`src/rtl/riscv_pkg.sv`:
```
// rtl/riscv_pkg.sv - shared fetch-stage types and constants
package riscv_pkg;

   localparam int          XLEN_DEFAULT = 64;
   localparam logic [31:0] NOP_INSTR    = 32'h0000_0013;

   typedef enum logic [1:0] {
      IDLE  = 2'd0,
      REQ   = 2'd1,
      VALID = 2'd2
   } fetch_state_t;

   typedef enum logic [6:0] {
      OPCODE_LOAD   = 7'h03,
      OPCODE_OP_IMM = 7'h13,
      OPCODE_AUIPC  = 7'h17,
      OPCODE_STORE  = 7'h23,
      OPCODE_OP     = 7'h33,
      OPCODE_LUI    = 7'h37,
      OPCODE_BRANCH = 7'h63,
      OPCODE_JALR   = 7'h67,
      OPCODE_JAL    = 7'h6F
   } opcode_t;

endpackage

```
`src/rtl/fetch_wait_timer.sv`:
```
// rtl/fetch_wait_timer.sv - wait-state counter bounding instruction-memory latency
module fetch_wait_timer #(
   parameter int MAX_WAIT = 15
) (
   input  logic i_clk,
   input  logic i_rst_n,
   input  logic i_clr,
   input  logic i_en,
   output logic o_expired
);

   localparam int CW = $clog2(MAX_WAIT + 1);

   logic [CW-1:0] r_count;

   // Expired means this enabled cycle is the last one allowed without an ack
   assign o_expired = i_en && (r_count == CW'(MAX_WAIT - 1));

   // Count enabled cycles; clear has priority so a finished wait restarts at zero
   always_ff @(posedge i_clk or negedge i_rst_n) begin
      if (!i_rst_n) begin
         r_count <= '0;
      end else if (i_clr) begin
         r_count <= '0;
      end else if (i_en) begin
         r_count <= r_count + CW'(1);
      end
   end

endmodule

```
`src/rtl/instr_fetch_unit.sv`:
```
// rtl/instr_fetch_unit.sv - fetch stage owning PC and IR with req/ack memory handshake
module instr_fetch_unit
   import riscv_pkg::*;
#(
   parameter int              XLEN     = XLEN_DEFAULT,
   parameter logic [XLEN-1:0] RESET_PC = '0,
   parameter int              MAX_WAIT = 15
) (
   input  logic            CLK,
   input  logic            RST_N,
   input  logic            fetch_req,
   input  logic            branch_taken,
   input  logic [XLEN-1:0] branch_target,
   output logic            mem_rd_req,
   output logic [XLEN-1:0] mem_addr,
   input  logic            mem_rd_ack,
   input  logic [31:0]     mem_rdata,
   output logic [31:0]     INSTRUCAO,
   output logic [6:0]      op_code,
   output logic [XLEN-1:0] pc_out,
   output logic            instr_valid,
   output logic            fetch_busy,
   output logic            misalign_fault,
   output logic            fetch_timeout
);

   fetch_state_t    r_state;
   logic            r_req;
   logic            r_valid;
   logic            r_timeout;
   logic            r_misalign;
   logic [XLEN-1:0] r_pc;
   logic [XLEN-1:0] r_pc_out;
   logic [31:0]     r_ir;
   logic [XLEN-1:0] r_pend;
   logic            r_pend_vld;

   logic            w_in_req;
   logic            w_ack;
   logic            w_br_ok;
   logic            w_br_bad;
   logic            w_tmr_en;
   logic            w_tmr_clr;
   logic            w_expired;
   logic [XLEN-1:0] w_pc_plus4;

   assign w_in_req   = (r_state == REQ);
   assign w_ack      = w_in_req && mem_rd_ack;
   assign w_br_ok    = branch_taken && (branch_target[1:0] == 2'b00);
   assign w_br_bad   = branch_taken && (branch_target[1:0] != 2'b00);
   assign w_pc_plus4 = r_pc + XLEN'(4);

   // The timer only runs through REQ cycles that see no ack
   assign w_tmr_en  = w_in_req && !mem_rd_ack;
   assign w_tmr_clr = !w_in_req || mem_rd_ack || w_expired;

   fetch_wait_timer #(
      .MAX_WAIT (MAX_WAIT)
   ) u_wait_timer (
      .i_clk     (CLK),
      .i_rst_n   (RST_N),
      .i_clr     (w_tmr_clr),
      .i_en      (w_tmr_en),
      .o_expired (w_expired)
   );

   // Fetch FSM with registered request/valid/timeout flags
   always_ff @(posedge CLK or negedge RST_N) begin
      if (!RST_N) begin
         r_state   <= IDLE;
         r_req     <= 1'b0;
         r_valid   <= 1'b0;
         r_timeout <= 1'b0;
      end else begin
         r_timeout <= 1'b0;
         case (r_state)
            IDLE: begin
               if (fetch_req) begin
                  r_state <= REQ;
                  r_req   <= 1'b1;
               end
            end
            REQ: begin
               if (mem_rd_ack) begin
                  r_state <= VALID;
                  r_req   <= 1'b0;
                  r_valid <= 1'b1;
               end else if (w_expired) begin
                  r_state   <= IDLE;
                  r_req     <= 1'b0;
                  r_timeout <= 1'b1;
               end
            end
            VALID: begin
               if (fetch_req) begin
                  r_state <= REQ;
                  r_req   <= 1'b1;
                  r_valid <= 1'b0;
               end
            end
            default: begin
               r_state <= IDLE;
               r_req   <= 1'b0;
               r_valid <= 1'b0;
            end
         endcase
      end
   end

   // PC, IR and pending redirect; a redirect seen during REQ is held until the fetch lands
   always_ff @(posedge CLK or negedge RST_N) begin
      if (!RST_N) begin
         r_pc       <= RESET_PC;
         r_pc_out   <= RESET_PC;
         r_ir       <= NOP_INSTR;
         r_pend     <= '0;
         r_pend_vld <= 1'b0;
      end else if (w_ack) begin
         r_ir       <= mem_rdata;
         r_pc_out   <= r_pc;
         r_pend_vld <= 1'b0;
         if (w_br_ok) begin
            r_pc <= branch_target;
         end else if (r_pend_vld) begin
            r_pc <= r_pend;
         end else begin
            r_pc <= w_pc_plus4;
         end
      end else if (w_in_req) begin
         if (w_br_ok) begin
            r_pend     <= branch_target;
            r_pend_vld <= 1'b1;
         end
      end else if (w_br_ok) begin
         r_pc       <= branch_target;
         r_pend_vld <= 1'b0;
      end
   end

   // Sticky flag for redirects to a non-word-aligned target
   always_ff @(posedge CLK or negedge RST_N) begin
      if (!RST_N) begin
         r_misalign <= 1'b0;
      end else if (w_br_bad) begin
         r_misalign <= 1'b1;
      end
   end

   assign mem_rd_req     = r_req;
   assign fetch_busy     = r_req;
   assign mem_addr       = r_pc;
   assign INSTRUCAO      = r_ir;
   assign op_code        = r_ir[6:0];
   assign pc_out         = r_pc_out;
   assign instr_valid    = r_valid;
   assign misalign_fault = r_misalign;
   assign fetch_timeout  = r_timeout;

endmodule

```
`config.mk`:
```
export PLATFORM = sky130hd
export DESIGN_NAME = instr_fetch_unit
export DESIGN_NICKNAME = d
export VERILOG_FILES = /design/src/rtl/riscv_pkg.sv /design/src/rtl/fetch_wait_timer.sv /design/src/rtl/instr_fetch_unit.sv
export SDC_FILE = /design/constraint.sdc
export NUM_CORES = 1
export LEC_CHECK = 0
export BUFFER_PORTS_ARGS = -buffer_cell sky130_fd_sc_hd__buf_2
export CAP_MARGIN = 20
export CORE_MARGIN = 1
export CORE_UTILIZATION = 38
export CTS_CLUSTER_SIZE = 28
export DETAILED_ROUTE_END_ITERATION = 10
export GPL_ROUTABILITY_DRIVEN = 1
export RECOVER_POWER = 50
export SYNTH_ARGS = -nofsm -noshare
export SYNTH_HDL_FRONTEND = slang
export SYNTH_SLANG_ARGS = --single-unit
```
`constraint.sdc`:
```
create_clock -name CLK -period 2.75 [get_ports CLK]
set_input_delay 0.1375 -clock CLK [delete_from_list [all_inputs] [get_ports CLK]]
set_output_delay 0.1375 -clock CLK [all_outputs]
set_load 0.01 [all_outputs]
```
## Yosys cells after proc, flatten, opt, wreduce, memory -nomap -nowiden

Index checks and enable logic that the tools add are counted.

| word-level totals | value |
|---|---|
| bits in registers | 235 |
| bits of input ports | 101 |
| logic and storage cells | 67 |

| operators by class | value |
|---|---|
| add/subtract/negate cells | 2 |
| equal/unequal tests | 8 |
| mux-type cells | 25 |
| bitwise operators | 2 |
| reductions and logical operators | 19 |

Operator list:

| cell | count |
|---|---|
| 64-bit 2-to-1 mux | 5 |
| 64-bit by 3-bit adder with 64-bit output, second input constant | 1 |
| 1-bit 2-to-1 mux | 12 |
| 4-bit 2-to-1 mux | 2 |
| 2-bit 2-to-1 mux | 3 |
| 3-bit AND reduction | 2 |
| 2-bit nonzero test | 3 |
| 1-bit logical AND | 5 |
| 4-bit by 1-bit adder with 4-bit output, second input constant | 1 |
| 4-bit equality test, second input constant | 1 |
| 2-bit logical NOT | 2 |
| 2-bit by 1-bit != test with 1-bit output, second input constant | 2 |
| 2-bit != test, second input constant | 2 |
| 2-bit one-hot mux with 2 select lines | 1 |
| 2-bit AND reduction | 2 |
| 3-bit by 2-bit != test with 1-bit output, second input constant | 1 |
| 1-bit one-hot mux with 3 select lines | 1 |
| 2-bit by 1-bit equality test with 1-bit output, second input constant | 1 |
| 2-bit equality test, second input constant | 1 |
| 1-bit logical NOT | 2 |
| 1-bit logical OR | 2 |
| 1-bit inverter | 2 |
| 1-bit one-hot mux with 2 select lines | 1 |
| 2-bit OR reduction | 1 |

## Longest topological paths before layout

| logic depth | value |
|---|---|
| depth in word-level cells | 6 |
| mapped depth | 9 |
| gate-level depth less buffers | 7 |

## Modules after synthesis

From an unflattened synthesis, not the netlist that was laid out.

| unflattened totals | value |
|---|---|
| cell total of the unflattened synthesis | 1238 |
| area, all modules | 11452.2 µm² |

Modules (own cells, without submodules):

| module | instances | cells an instance | area each (µm²) |
|---|---|---|---|
| instr_fetch_unit | 1 | 1218 | 11229.5 |
| fetch_wait_timer | 1 | 20 | 222.7 |

## Worst setup path before layout

OpenSTA, ideal clock, no wires.

| timing | value |
|---|---|
| kind | reg-to-reg |
| start point | reg r_pc[5] (netlist: mem_addr[5]) |
| end point | reg r_pc[57] (netlist: mem_addr[57]) |
| arrival | 2.173 ns |
| data required time | 2.668 ns |
| slack | 0.495 ns |
| cell stages (with the launch flop) | 8 |
| buffers on the path | 1 |
| clock period less this slack | 2.255 ns |
| cell sequence | dfrtp_1 -> nand2_2 -> or4_1 -> buf_4 -> nor3_4 -> nand3_4 -> or3_1 -> a31oi_1 |

| on the way | value |
|---|---|
| longest elaborated chain between the ends | 4 |

RTL lines:

| what | RTL line | RTL |
|---|---|---|
| from (decl) | instr_fetch_unit.sv:32 | `logic [XLEN-1:0] r_pc;` |
| from (signal assigned) | instr_fetch_unit.sv:123 | `r_pc <= branch_target;` |
| from (signal assigned) | instr_fetch_unit.sv:125 | `r_pc <= r_pend;` |
| from (signal assigned) | instr_fetch_unit.sv:127 | `r_pc <= w_pc_plus4;` |
| 64-bit by 3-bit adder with 64-bit output | instr_fetch_unit.sv:51 | `assign w_pc_plus4 = r_pc + XLEN'(4);` |
| 64-bit 2-to-1 mux | instr_fetch_unit.sv:124 | `end else if (r_pend_vld) begin` |
| 64-bit 2-to-1 mux | instr_fetch_unit.sv:122 | `if (w_br_ok) begin` |
| 64-bit 2-to-1 mux | instr_fetch_unit.sv:118 | `end else if (w_ack) begin` |

No other way between the ends.
A chain may end at the register's enable or synchronous reset.

## Worst setup path after layout

| timing | value |
|---|---|
| start point | reg r_pc[3] (netlist: mem_addr[3]) |
| end point | reg r_pc[62] (netlist: mem_addr[62]) |

The elaborated chain is that of the path after synthesis.

==> impl_results.md <==
- Final hold vios: 0
- Max Root-Sink Buffers: 3
- FF+latch count, synth: between 200 and 250
- Mean routed wirelength per cell: around 18 µm
- Mean Syn Cell Area: 9.26 µm²
- Post-CTS setup buffers: 0
- Largest net degree at the start of global routing: 85
- P_leak: 7.21 nW
- Clock Sinks: about 240
- Port bufs: 272
- Hold-fix buffers at CTS: 99
- I/O pins: approximately 270
- Synth Instances: around 1,200
- Final cycle utilization of the critical path: about 94%
- Core area: between 20,000 and 30,000 µm²
- Die height: around 170 µm
- First-pass GRT wire length: 58,200 µm
- Slew @ Worst Pin: 2350 ps
- HP Class: input pin to flip-flop
- FMAX: 0.385 GHz
- Final Core Density: between 50 and 60%
- Root Driver: clkbuf_16
- Drt pass-1 iters: 5
- Cells along the critical path: ha_1 > and4_1 > nand4_1 > or3_1 > or2_1 > nor2_1 > a211oi_1
- Worst EP required: 3150 ps
- Failing checks: max-capacitance violations, max-slew violations
- Register area share after synthesis: between 50% and 60%
- Ys async rst share: 100%
- Via/cell ratio: about 5.3
- Die area: roughly 31,000 µm²
- Status: finished with violations
- Synthesized Nets: 1,330
- PwrDens: around 960 nW/µm²
- Critical path type: flip-flop to flip-flop
- Final TNS setup: 0 ps
- Initial core utilization: between 30% and 40%
- DRT Wirelength: ~37,000 µm
- Slew Viols, Final: 83
- DR vias: 10,500
- GRT Resource Usage Total: between 20% and 30%
- GR Overflow Total: 0
- Hpwl dp: 24,300 µm
- Max_cap viols: 1
- Final worst slack: between 150 and 200 ps
- Area growth syn-to-layout: 32.9%
- Synth unique cells: 66
- Setup repair after global routing missed its margin: no
- Layout cell share with drive strength beyond 1: a little over a fifth
- Crit path max fanout: 7
- Crit-path leading delay family: simple AND/OR/NAND/NOR gates
- Post-CTS Resized: 0
- Clock transition at path regs: 60 ps
- Post-synthesis instance area: around 11,000 µm²
- TritonCTS clock tree: done
- Clock skew: 7.45 ps
- VDD IR max: around 0.44 mV
- Crit start category: flip-flop
- Vias in the first global route: around 10,000
- Number of H-tree levels: 1
- CTS Buf Count: 27
- GPL Wtd Cong: 0.828
- ANT nets after route: 0
- # rows: slightly above 60
- # setup viols final: 0
- CP arrival: 3000 ps
- EDFF count, synth: 0
- CP max stage cell: or3_1
- Die W: roughly 170 µm
- Ys flop type: dfrtp_1
- Placement Setup Slack: approximately 220 ps
- Tmin final: about 2600 ps
- Initial antenna violation count: 1
- YS warnings: 0
- Skew-Pair Late Insertion Delay: ~540 ps
- Nets: between 1,500 and 2,000
- Worst path buffer plus inverter count: 0
- Starting DRT DRC Count: between 600 and 700
- Worst Setup End Kind: flip-flop
- DRC violations left: 0
- Slew HR: -56.7%
- Crit path largest cell delay: just over 500 ps
## Yosys cell counts, drive strengths merged (4+ instances only)
cell     count  area, µm²
nand2      352       1320
dfrtp      232       5810
o21ai       76        380
mux2        65        732
clkbuf      61        229
a21oi       57        285
nor2        57        219
and3        41        257
nand3       29        158
a221oi      22        193
buf         19        106
nor3        18        113
xnor2       16        140
xor2        15        131
a211oi      14        105
a31oi       12       75.1
nand4       12       81.3
and4        11       96.3
inv         11       41.3
o22ai       10       62.6
and2         7       43.8
or3          7       43.8
nor4         6       50.0
mux2i        5       50.1
o211ai       5       37.5
a21o         4       30.0
a22oi        4       30.0
a2bb2oi      4       35.0
a311oi       4       35.0
## per-layer routing
layer	track usage, %	wire (µm)	up-vias
met3	4.35	2430	46
met2	38.3	16900	358
li1	-	-	4993
met4	5.91	688	0
met5	0	0	-
met1	33.2	16700	5103
## registers in the layout, summed over array words and instances (netlist names)
register / flops
fetch_timeout: 1
r_pend_vld: 1
u_wait_timer.r_count: 4
r_pend: 64
misalign_fault: 1
fetch_busy: 1
instr_valid: 1
pc_out: 64
r_state: 2
mem_addr: 64
INSTRUCAO: 32
## placed cells by master (no fill, tap or decap), types with 5 or more instances in the layout
cell type      count
buf_4             31
nand4_1           11
clkinv_2           6
clkbuf_16         27
inv_1             11
nor3_1            16
nor2_1            55
o21ai_1            5
and2_1             7
o21ai_0           71
and4_1            11
xor2_1            15
dfrtp_1          232
nand2_1          348
a221oi_1          22
a21oi_1           56
buf_12             7
nand3_1           28
xnor2_1           16
a211oi_1          14
mux2_2            65
a31oi_1           12
o22ai_1           10
mux2i_1            5
or3_1              7
buf_2            175
o211ai_1           5
clkbuf_1         102
clkbuf_8           7
dlygate4sd3_1     99
and3_1            41
## through the flow
step	instances	hold slack, ps	cell area, µm²	total power [W]
6_report	1991	138	15100	0.0146
4_1_cts	1990	116	15200	0.0148
3_3_place_gp	1842	202	13300	0.0107
3_5_place_dp	1842	204	13300	0.0108
2_1_floorplan	1226	-158	11400	0.00859
5_1_grt	1991	188	15100	0.0155
## final timing paths
path,start,slack [ps],cells past startpoint,endpoint
worst max-delay path,mem_addr[3],150,7,mem_addr[62]
worst min-delay path,branch_target[1],140,5,mem_addr[38]
worst max register to register,mem_addr[3],150,7,mem_addr[62]
worst min register to register,INSTRUCAO[0],460,2,INSTRUCAO[0]
max in group asynchronous,RST_N,430,3,pc_out[37]
min in group asynchronous,RST_N,850,2,INSTRUCAO[17]
## logic make-up after synthesis
group / count (synthesis) / synth area share, %
simple gates: 558 / 22.2
compound gates: 237 / 13.1
flops: 235 / 51.8
buf+inv: 92 / 3.35
mux: 70 / 6.89
xor+xnor: 31 / 2.39
fa+ha+maj: 3 / 0.331
## tightest hold or removal path, stage by stage
cell and delay (ps):
buf_2 100, nor3b_2 110, nand2_1 110, nand2_1 60, a2bb2oi_1 120
## cell type report
cell class | count | area [µm²]
fillers | 2719 | 13900
flip-flops and latches | 235 | 5880
multi-input cells | 899 | 5120
repair buffers | 411 | 2620
clock buffers | 39 | 791
well taps | 384 | 480
clock inverters | 10 | 150
inverters | 12 | 45.0
diodes | 1 | 2.50
## power breakdown
| group | switching, W | leakage (nW) | internal [W] |
|---|---|---|---|
| sequential | 0.00117 | 2.99 | 0.00484 |
| clock | 0.00147 | 0.469 | 0.00236 |
| combinational | 0.00270 | 3.74 | 0.00203 |
| total | 0.00534 | 7.21 | 0.00922 |
No activity file was read; power rests on OpenSTA's default activity.
